`src/rtl/slot_irq_ctrl.sv`:
```
// slot_irq_ctrl: collects four active-low slot IRQ lines, latches edge/level
// events, masks them onto CPU_nIRQ and offers round-robin vectoring at $4038-$403B.
module slot_irq_ctrl #(
    parameter int unsigned SYNC_STAGES = 2,
    parameter logic [3:0]  MASK_RESET  = 4'h0,
    parameter logic [3:0]  MODE_RESET  = 4'hF
) (
    input  logic        SYSCLK,
    input  logic        nRESET,
    input  logic        M2,
    input  logic        nROMSEL,
    input  logic [14:0] CPU_A,
    input  logic        CPU_RW,
    input  logic [7:0]  CPU_D_IN,
    output logic [7:0]  CPU_D_OUT,
    output logic        CPU_D_OE,
    input  logic [3:0]  SLOT_nIRQ,
    output logic        CPU_nIRQ
);

    localparam int unsigned NSLOT    = 4;
    localparam logic [12:0] REG_PAGE = 13'h100E;

    logic [SYNC_STAGES-1:0]            m2_sync;
    logic [SYNC_STAGES-1:0][NSLOT-1:0] nirq_sync;
    logic                              m2s;
    logic                              m2s_d;
    logic [NSLOT-1:0]                  nirq_s;
    logic [NSLOT-1:0]                  nirq_d;

    logic [NSLOT-1:0] irq_mask;
    logic [NSLOT-1:0] irq_mode;
    logic [NSLOT-1:0] edge_latch;
    logic [1:0]       rr_ptr;

    logic       lat_hit;
    logic       lat_rw;
    logic [1:0] lat_reg;
    logic [7:0] lat_d;
    logic [7:0] lat_vec;

    logic             commit_c;
    logic             hit_c;
    logic [NSLOT-1:0] pend_c;
    logic [NSLOT-1:0] active_c;
    logic             vec_valid_c;
    logic [1:0]       vec_slot_c;
    logic [7:0]       vec_c;
    logic [7:0]       rd_data_c;
    logic [NSLOT-1:0] edge_set_c;
    logic [NSLOT-1:0] edge_clr_c;
    logic [NSLOT-1:0] mask_nxt_c;
    logic [NSLOT-1:0] mode_nxt_c;
    logic [1:0]       rr_nxt_c;

    assign m2s      = m2_sync[SYNC_STAGES-1];
    assign nirq_s   = nirq_sync[SYNC_STAGES-1];
    assign commit_c = m2s_d & ~m2s;
    assign hit_c    = nROMSEL && (CPU_A[14:2] == REG_PAGE);
    assign pend_c   = (irq_mode & edge_latch) | (~irq_mode & ~nirq_s);
    assign active_c = pend_c & irq_mask;
    assign vec_c    = vec_valid_c ? {1'b1, 5'b0, vec_slot_c} : 8'h00;

    // Synchronise M2 and the slot IRQ lines, keep one cycle of history for edge detection
    always_ff @(posedge SYSCLK or negedge nRESET) begin
        if (!nRESET) begin
            m2_sync   <= '0;
            nirq_sync <= '1;
            m2s_d     <= 1'b0;
            nirq_d    <= '1;
        end else begin
            m2_sync   <= {m2_sync[SYNC_STAGES-2:0], M2};
            nirq_sync <= {nirq_sync[SYNC_STAGES-2:0], SLOT_nIRQ};
            m2s_d     <= m2s;
            nirq_d    <= nirq_s;
        end
    end

    // Round-robin pick: first active slot at or after rr_ptr, wrapping 3->0
    always_comb begin
        logic [1:0] idx;
        vec_valid_c = 1'b0;
        vec_slot_c  = 2'd0;
        idx         = 2'd0;
        for (int i = 3; i >= 0; i--) begin
            idx = rr_ptr + 2'(i);
            if (active_c[idx]) begin
                vec_valid_c = 1'b1;
                vec_slot_c  = idx;
            end
        end
    end

    // Live register read mux, zero outside the register window
    always_comb begin
        rd_data_c = 8'h00;
        case (CPU_A[1:0])
            2'd0:    rd_data_c = {4'h0, irq_mask};
            2'd1:    rd_data_c = {4'h0, irq_mode};
            2'd2:    rd_data_c = {|active_c, 3'b0, pend_c};
            default: rd_data_c = vec_c;
        endcase
        CPU_D_OUT = hit_c ? rd_data_c : 8'h00;
        CPU_D_OE  = M2 && CPU_RW && hit_c;
    end

    // Capture the bus (and the vector being presented) while synchronised M2 is high
    always_ff @(posedge SYSCLK or negedge nRESET) begin
        if (!nRESET) begin
            lat_hit <= 1'b0;
            lat_rw  <= 1'b1;
            lat_reg <= 2'd0;
            lat_d   <= 8'h00;
            lat_vec <= 8'h00;
        end else if (m2s) begin
            lat_hit <= hit_c;
            lat_rw  <= CPU_RW;
            lat_reg <= CPU_A[1:0];
            lat_d   <= CPU_D_IN;
            lat_vec <= vec_c;
        end
    end

    // Commit effects and edge detection; a new edge beats a same-cycle clear
    always_comb begin
        mask_nxt_c = irq_mask;
        mode_nxt_c = irq_mode;
        rr_nxt_c   = rr_ptr;
        edge_clr_c = '0;
        edge_set_c = irq_mode & nirq_d & ~nirq_s;
        if (commit_c && lat_hit) begin
            if (!lat_rw) begin
                case (lat_reg)
                    2'd0: mask_nxt_c = lat_d[3:0];
                    2'd1: begin
                        mode_nxt_c = lat_d[3:0];
                        edge_clr_c = irq_mode & ~lat_d[3:0];
                    end
                    2'd2:    edge_clr_c = irq_mode & lat_d[3:0];
                    default: ;
                endcase
            end else if (lat_reg == 2'd3 && lat_vec[7]) begin
                edge_clr_c[lat_vec[1:0]] = irq_mode[lat_vec[1:0]];
                rr_nxt_c                 = lat_vec[1:0] + 2'd1;
            end
        end
    end

    // Architectural state and the registered IRQ output
    always_ff @(posedge SYSCLK or negedge nRESET) begin
        if (!nRESET) begin
            irq_mask   <= MASK_RESET;
            irq_mode   <= MODE_RESET;
            edge_latch <= '0;
            rr_ptr     <= 2'd0;
            CPU_nIRQ   <= 1'b1;
        end else begin
            irq_mask   <= mask_nxt_c;
            irq_mode   <= mode_nxt_c;
            edge_latch <= (edge_latch & ~edge_clr_c) | edge_set_c;
            rr_ptr     <= rr_nxt_c;
            CPU_nIRQ   <= ~|active_c;
        end
    end

endmodule
```
`config.mk`:
```
export PLATFORM = sky130hd
export DESIGN_NAME = slot_irq_ctrl
export DESIGN_NICKNAME = d
export VERILOG_FILES = /design/src/rtl/slot_irq_ctrl.sv
export SDC_FILE = /design/constraint.sdc
export NUM_CORES = 1
export LEC_CHECK = 0
export BUFFER_PORTS_ARGS = -buffer_cell sky130_fd_sc_hd__buf_2
export CORE_MARGIN = 2
export CORE_UTILIZATION = 30
export DETAILED_ROUTE_END_ITERATION = 8
export GPL_ROUTABILITY_DRIVEN = 0
export PLACE_DENSITY_LB_ADDON = 0.1
export SETUP_SLACK_MARGIN = 0.15
export SYNTH_ARGS = -nofsm -noshare
export SYNTH_HDL_FRONTEND = slang
export SYNTH_SLANG_ARGS = --single-unit
```
`constraint.sdc`:
```
create_clock -name SYSCLK -period 2.2 [get_ports SYSCLK]
set_input_delay 0.44 -clock SYSCLK [delete_from_list [all_inputs] [get_ports SYSCLK]]
set_output_delay 0.44 -clock SYSCLK [all_outputs]
set_load 0.01 [all_outputs]
```
# Yosys cells after proc, flatten, opt, wreduce, memory -nomap -nowiden
# Cells that the tools add are included.
[classes] add_sub_neg=4 order_cmp=6 eq_ne=6 muxes=27 bitwise_logic=18 n_reduce_logical=13
[ops] op="$and A4 B4 Y4" count=9
[ops] op="$pmux W8 S3" count=1
[ops] op="$mux W8" count=2
[ops] op="$not A4 Y4" count=4
[ops] op="$lt A2 B3 Y1 const B" count=5
[ops] op="$eq A13 B13 Y1 const B" count=1
[ops] op="$mux W4" count=3
[ops] op="$bmux W1 S2" count=5
[ops] op="$mux W1" count=10
[ops] op="$reduce_and A3 Y1" count=3
[ops] op="$mux W2" count=4
[ops] op="$or A4 B4 Y4" count=2
[ops] op="$pmux W4 S2" count=1
[ops] op="$eq A2 B2 Y1 const B" count=3
[ops] op="$logic_and A1 B1 Y1" count=6
[ops] op="$add A2 B1 Y2 const B" count=2
[ops] op="$add A2 B2 Y2 const B" count=2
[ops] op="$eq A2 B1 Y1 const B" count=2
[ops] op="$logic_not A2 Y1" count=2
[ops] op="$reduce_or A4 Y1" count=1
[ops] op="$demux W1 S2" count=1
[ops] op="$ge A2 B1 Y1 const B" count=1
[ops] op="$not A1 Y1" count=2
[ops] op="$and A1 B1 Y1" count=1
[ops] op="$logic_not A1 Y1" count=1
[totals] register_bits=46 inputBits=32 out_inout_bits=10 wordCells=89

# Logic depth before layout (Yosys ltp)
[logic_depth] ltp_word=13 mapped_depth=6 ltp_nobuf=6

# Least setup slack after synthesis
# OpenSTA, ideal clock, no wires.
[synth_path] path_kind="input-to-output" start="in CPU_A[10]" end="out CPU_D_OUT[0]" t_arrival_ns=1.419 required_ns=1.760 path_slack_ns=0.341 path_stages=5 n_path_buf=0 cell_sequence="nor4b_2 -> nand2_2 -> nor4_4 -> o221ai_1 -> a21oi_1"
[synth_via] elab_chain_len=3
[synth_lines] element="from (decl)" line_no="12" rtl="input logic [14:0] CPU_A,"
[synth_lines] element="$eq A13 B13 Y1" line_no="59" rtl="assign hit_c = nROMSEL && (CPU_A[14:2] == REG_PAGE);"
[synth_lines] element="$logic_and A1 B1 Y1" line_no="59"
[synth_lines] element="$mux W8" line_no="103" rtl="CPU_D_OUT = hit_c ? rd_data_c : 8'h00;"
[synth_lines] element="to (decl)" line_no="15" rtl="output logic [7:0] CPU_D_OUT,"
# No other way between the ends.

# Worst setup path after layout
[layout_path] start="in CPU_A[13]" end="out CPU_D_OUT[0]"
# The elaborated chain is that of the path after synthesis.

==> reports/metrics.yaml <==
avgSynthCellArea_um2: 11.6
grt_usage: 0.142
cap_violations: 0
ys_ff_latch: 41
fin_crit_ns: 2.23
reg2regPathDepth: 4
yosysTopAreaCell: "dfrtp_1"
first_iter_violations: 77
synth.most_common_cell: "dfrtp_1"
arrival_ns: 1.79
synthArstFlopShare: 1.00
ys_types: 45
first_pass_iters: 4
hold_class: "in -> async"
synth_top_area_share: 0.280
dieWidth_um: 86.8
ys_seq_area_frac: 0.510
ant_nets: 0
drcViolationCount: 0
grt_pass1_wl_mm: 8.00
antenna_found_initial: 0
synthFlopType: "dfrtp_1"
grt-ovfl-total: 0
drive_above_1_share: 0.500
relSlewSlack: 0.654
crit_path_end_kind: "output pin"
pwr_density_cell_mw_per_mm2: 555
ios: 42
setup_viol: 4
io_buffers: 34
ctsLongestPathBuffers: 2
final_hold_viol_count: 0
leakage_nw: 1.18
violations: "setup timing"
nets: 269
worst_slack_ns: -0.0339
final_util: 0.391
clock_sinks: 41
worstSetupPathType: "in -> out"
synth_edf_count: 0
clk_latency_ns: 0.30
num_vias: 1468
worstMarginPinSlew_ns: 0.518
die_h_um: 86.8
htree_levels: 2
cts-root-buf: "clkbuf_8"
fin_tns_setup_ns: -0.0556
cts-buffers-inserted: 5
synth_commonest_cells: "23 x dfrtp_1, 19 x nand2_1, 18 x dfstp_2"
worst_ep_required_time_ns: 1.76
netlist_instances: 177
first_global_vias: 1553
r2r_slack_ns: 0.59
multi_input_area_um2: 997
hpwlAfterDp_mm: 3.51
seq_area_mm2: 0.00105
fin_crit_sh: 1.02
diodes: 0
syn_area_mm2: 0.00205
regToRegStartpoint: "m2_sync[1]"
fillers: 634
start_util: 0.306
wire_per_inst_um: 15.2
synth_area_leaders: "dfrtp_1 28%, dfstp_2 23%, mux2_2 8.2%, ha_1 4.9%, nand2_1 3.5%"
num_rows: 30
reg2reg_to: "edge_latch[3]"
pre_cts_ws_ns: -0.0164
cts_tree: "yes"
yosysWarnings: 0
max-vdd-ir-drop_mv: 0.194
rsz0062_at_grt: "true"
status: "finished with violations"
syn_to_final_growth_pct: 28.0
core_area_mm2: 0.00672
fmax_mhz: 448
grt_max_degree: 22
cts.clk_slew.worst_paths_ns: 0.08
vias_per_cell: 4.74
critPathMaxFanout: 3
clock_skew_ns: 0.00406
finalPower_mw: 1.46
die_area_mm2: 0.00753
wirelength_mm: 4.71
drv_slew: 0
worst_setup_path_start_kind: "primary input"
## kinds of logic (layout without fill, tap and decap cells)
logic type	count (synthesis)	in the layout	share of synthesized area
multiplexers	20	20	0.113
AND/OR/NAND/NOR	59	59	0.177
AO/OA/AOI/OAI	29	29	0.0956
adder cells (fa/ha/maj)	8	8	0.0487
buffers and inverters	15	66	0.0371
XOR/XNOR	4	4	0.0171
other	1	3	0.00183
flip-flops	41	41	0.510
## layout by cell type (no fill, tap or decap), types with 3 or more instances in the layout
| master | Yosys | layout |
|---|---|---|
| nand2b_4 | 1 | 3 |
| nand2_1 | 19 | 18 |
| a21oi_1 | 7 | 5 |
| conb_1 | 1 | 3 |
| clkbuf_8 | 0 | 6 |
| a31o_2 | 3 | 3 |
| dfstp_2 | 18 | 18 |
| nand3_1 | 5 | 5 |
| buf_6 | 1 | 10 |
| and2_4 | 1 | 3 |
| and2_1 | 6 | 4 |
| xnor2_1 | 4 | 4 |
| mux2_2 | 15 | 15 |
| mux2i_1 | 4 | 4 |
| nor2_1 | 9 | 8 |
| ha_1 | 8 | 8 |
| buf_2 | 1 | 27 |
| o21ai_0 | 4 | 4 |
| inv_1 | 8 | 8 |
| buf_4 | 3 | 12 |
| dfrtp_1 | 23 | 23 |
## worst max-delay path by stage
stage               cells after the start  slack [ns]        start            to
floorplan                               5        0.34    CPU_A[10]  CPU_D_OUT[0]
global placement                        7        0.01    CPU_A[10]  CPU_D_OUT[0]
detailed placement                      7       -0.02    CPU_A[10]  CPU_D_OUT[0]
CTS                                     6       -0.03  irq_mode[3]  CPU_D_OUT[0]
global route                            8       -0.15    CPU_A[13]  CPU_D_OUT[1]
finish                                  8       -0.03    CPU_A[13]  CPU_D_OUT[0]
## critical path: stages
cell and delay [ns]:
buf_6 0.09, nor4b_4 0.27, nand2_2 0.10, nor4_4 0.29, buf_4 0.18, o221ai_1 0.14, a21oi_2 0.14, buf_2 0.14
## metrics by stage
stage / std cells / hold WS [ns] / cell area, um2
global placement: 292 / 0.334 / 2340
floorplan: 179 / 0.144 / 2060
detailed placement: 292 / 0.337 / 2340
CTS: 307 / 0.128 / 2580
global route: 310 / 0.138 / 2630
finish: 310 / 0.109 / 2630
## metal layers
layer	up-vias	track usage	wire (um)
met2	24	0.217	2250
met4	0	0.0526	79
li1	717	-	-
met1	721	0.195	2180
met3	6	0.0343	192
met5	-	0	0
## report_power, final
group          total, mW  internal (mW)  switching, mW
clock              0.520          0.254          0.266
sequential         0.816          0.792         0.0245
combinational      0.125         0.0620         0.0626
## area by class of cell
class                      count  area share
clock buffer                   6      0.0314
clock inverter                 2     0.00523
inverter                       8      0.0114
multi-input combinational    123       0.379
sequential                    41       0.399
tap                           80      0.0381
timing repair buffer          50       0.136
## timing repair
item | CTS | global route
pin swaps | 12 | 7
gates resized for setup | 18 | 5
setup buffers | 7 | 3
endpoints found under the hold margin | 0 | 0
setup endpoints to repair | 6 | 6
hold buffers | 0 | 0
No activity file was read; power rests on OpenSTA's default activity.
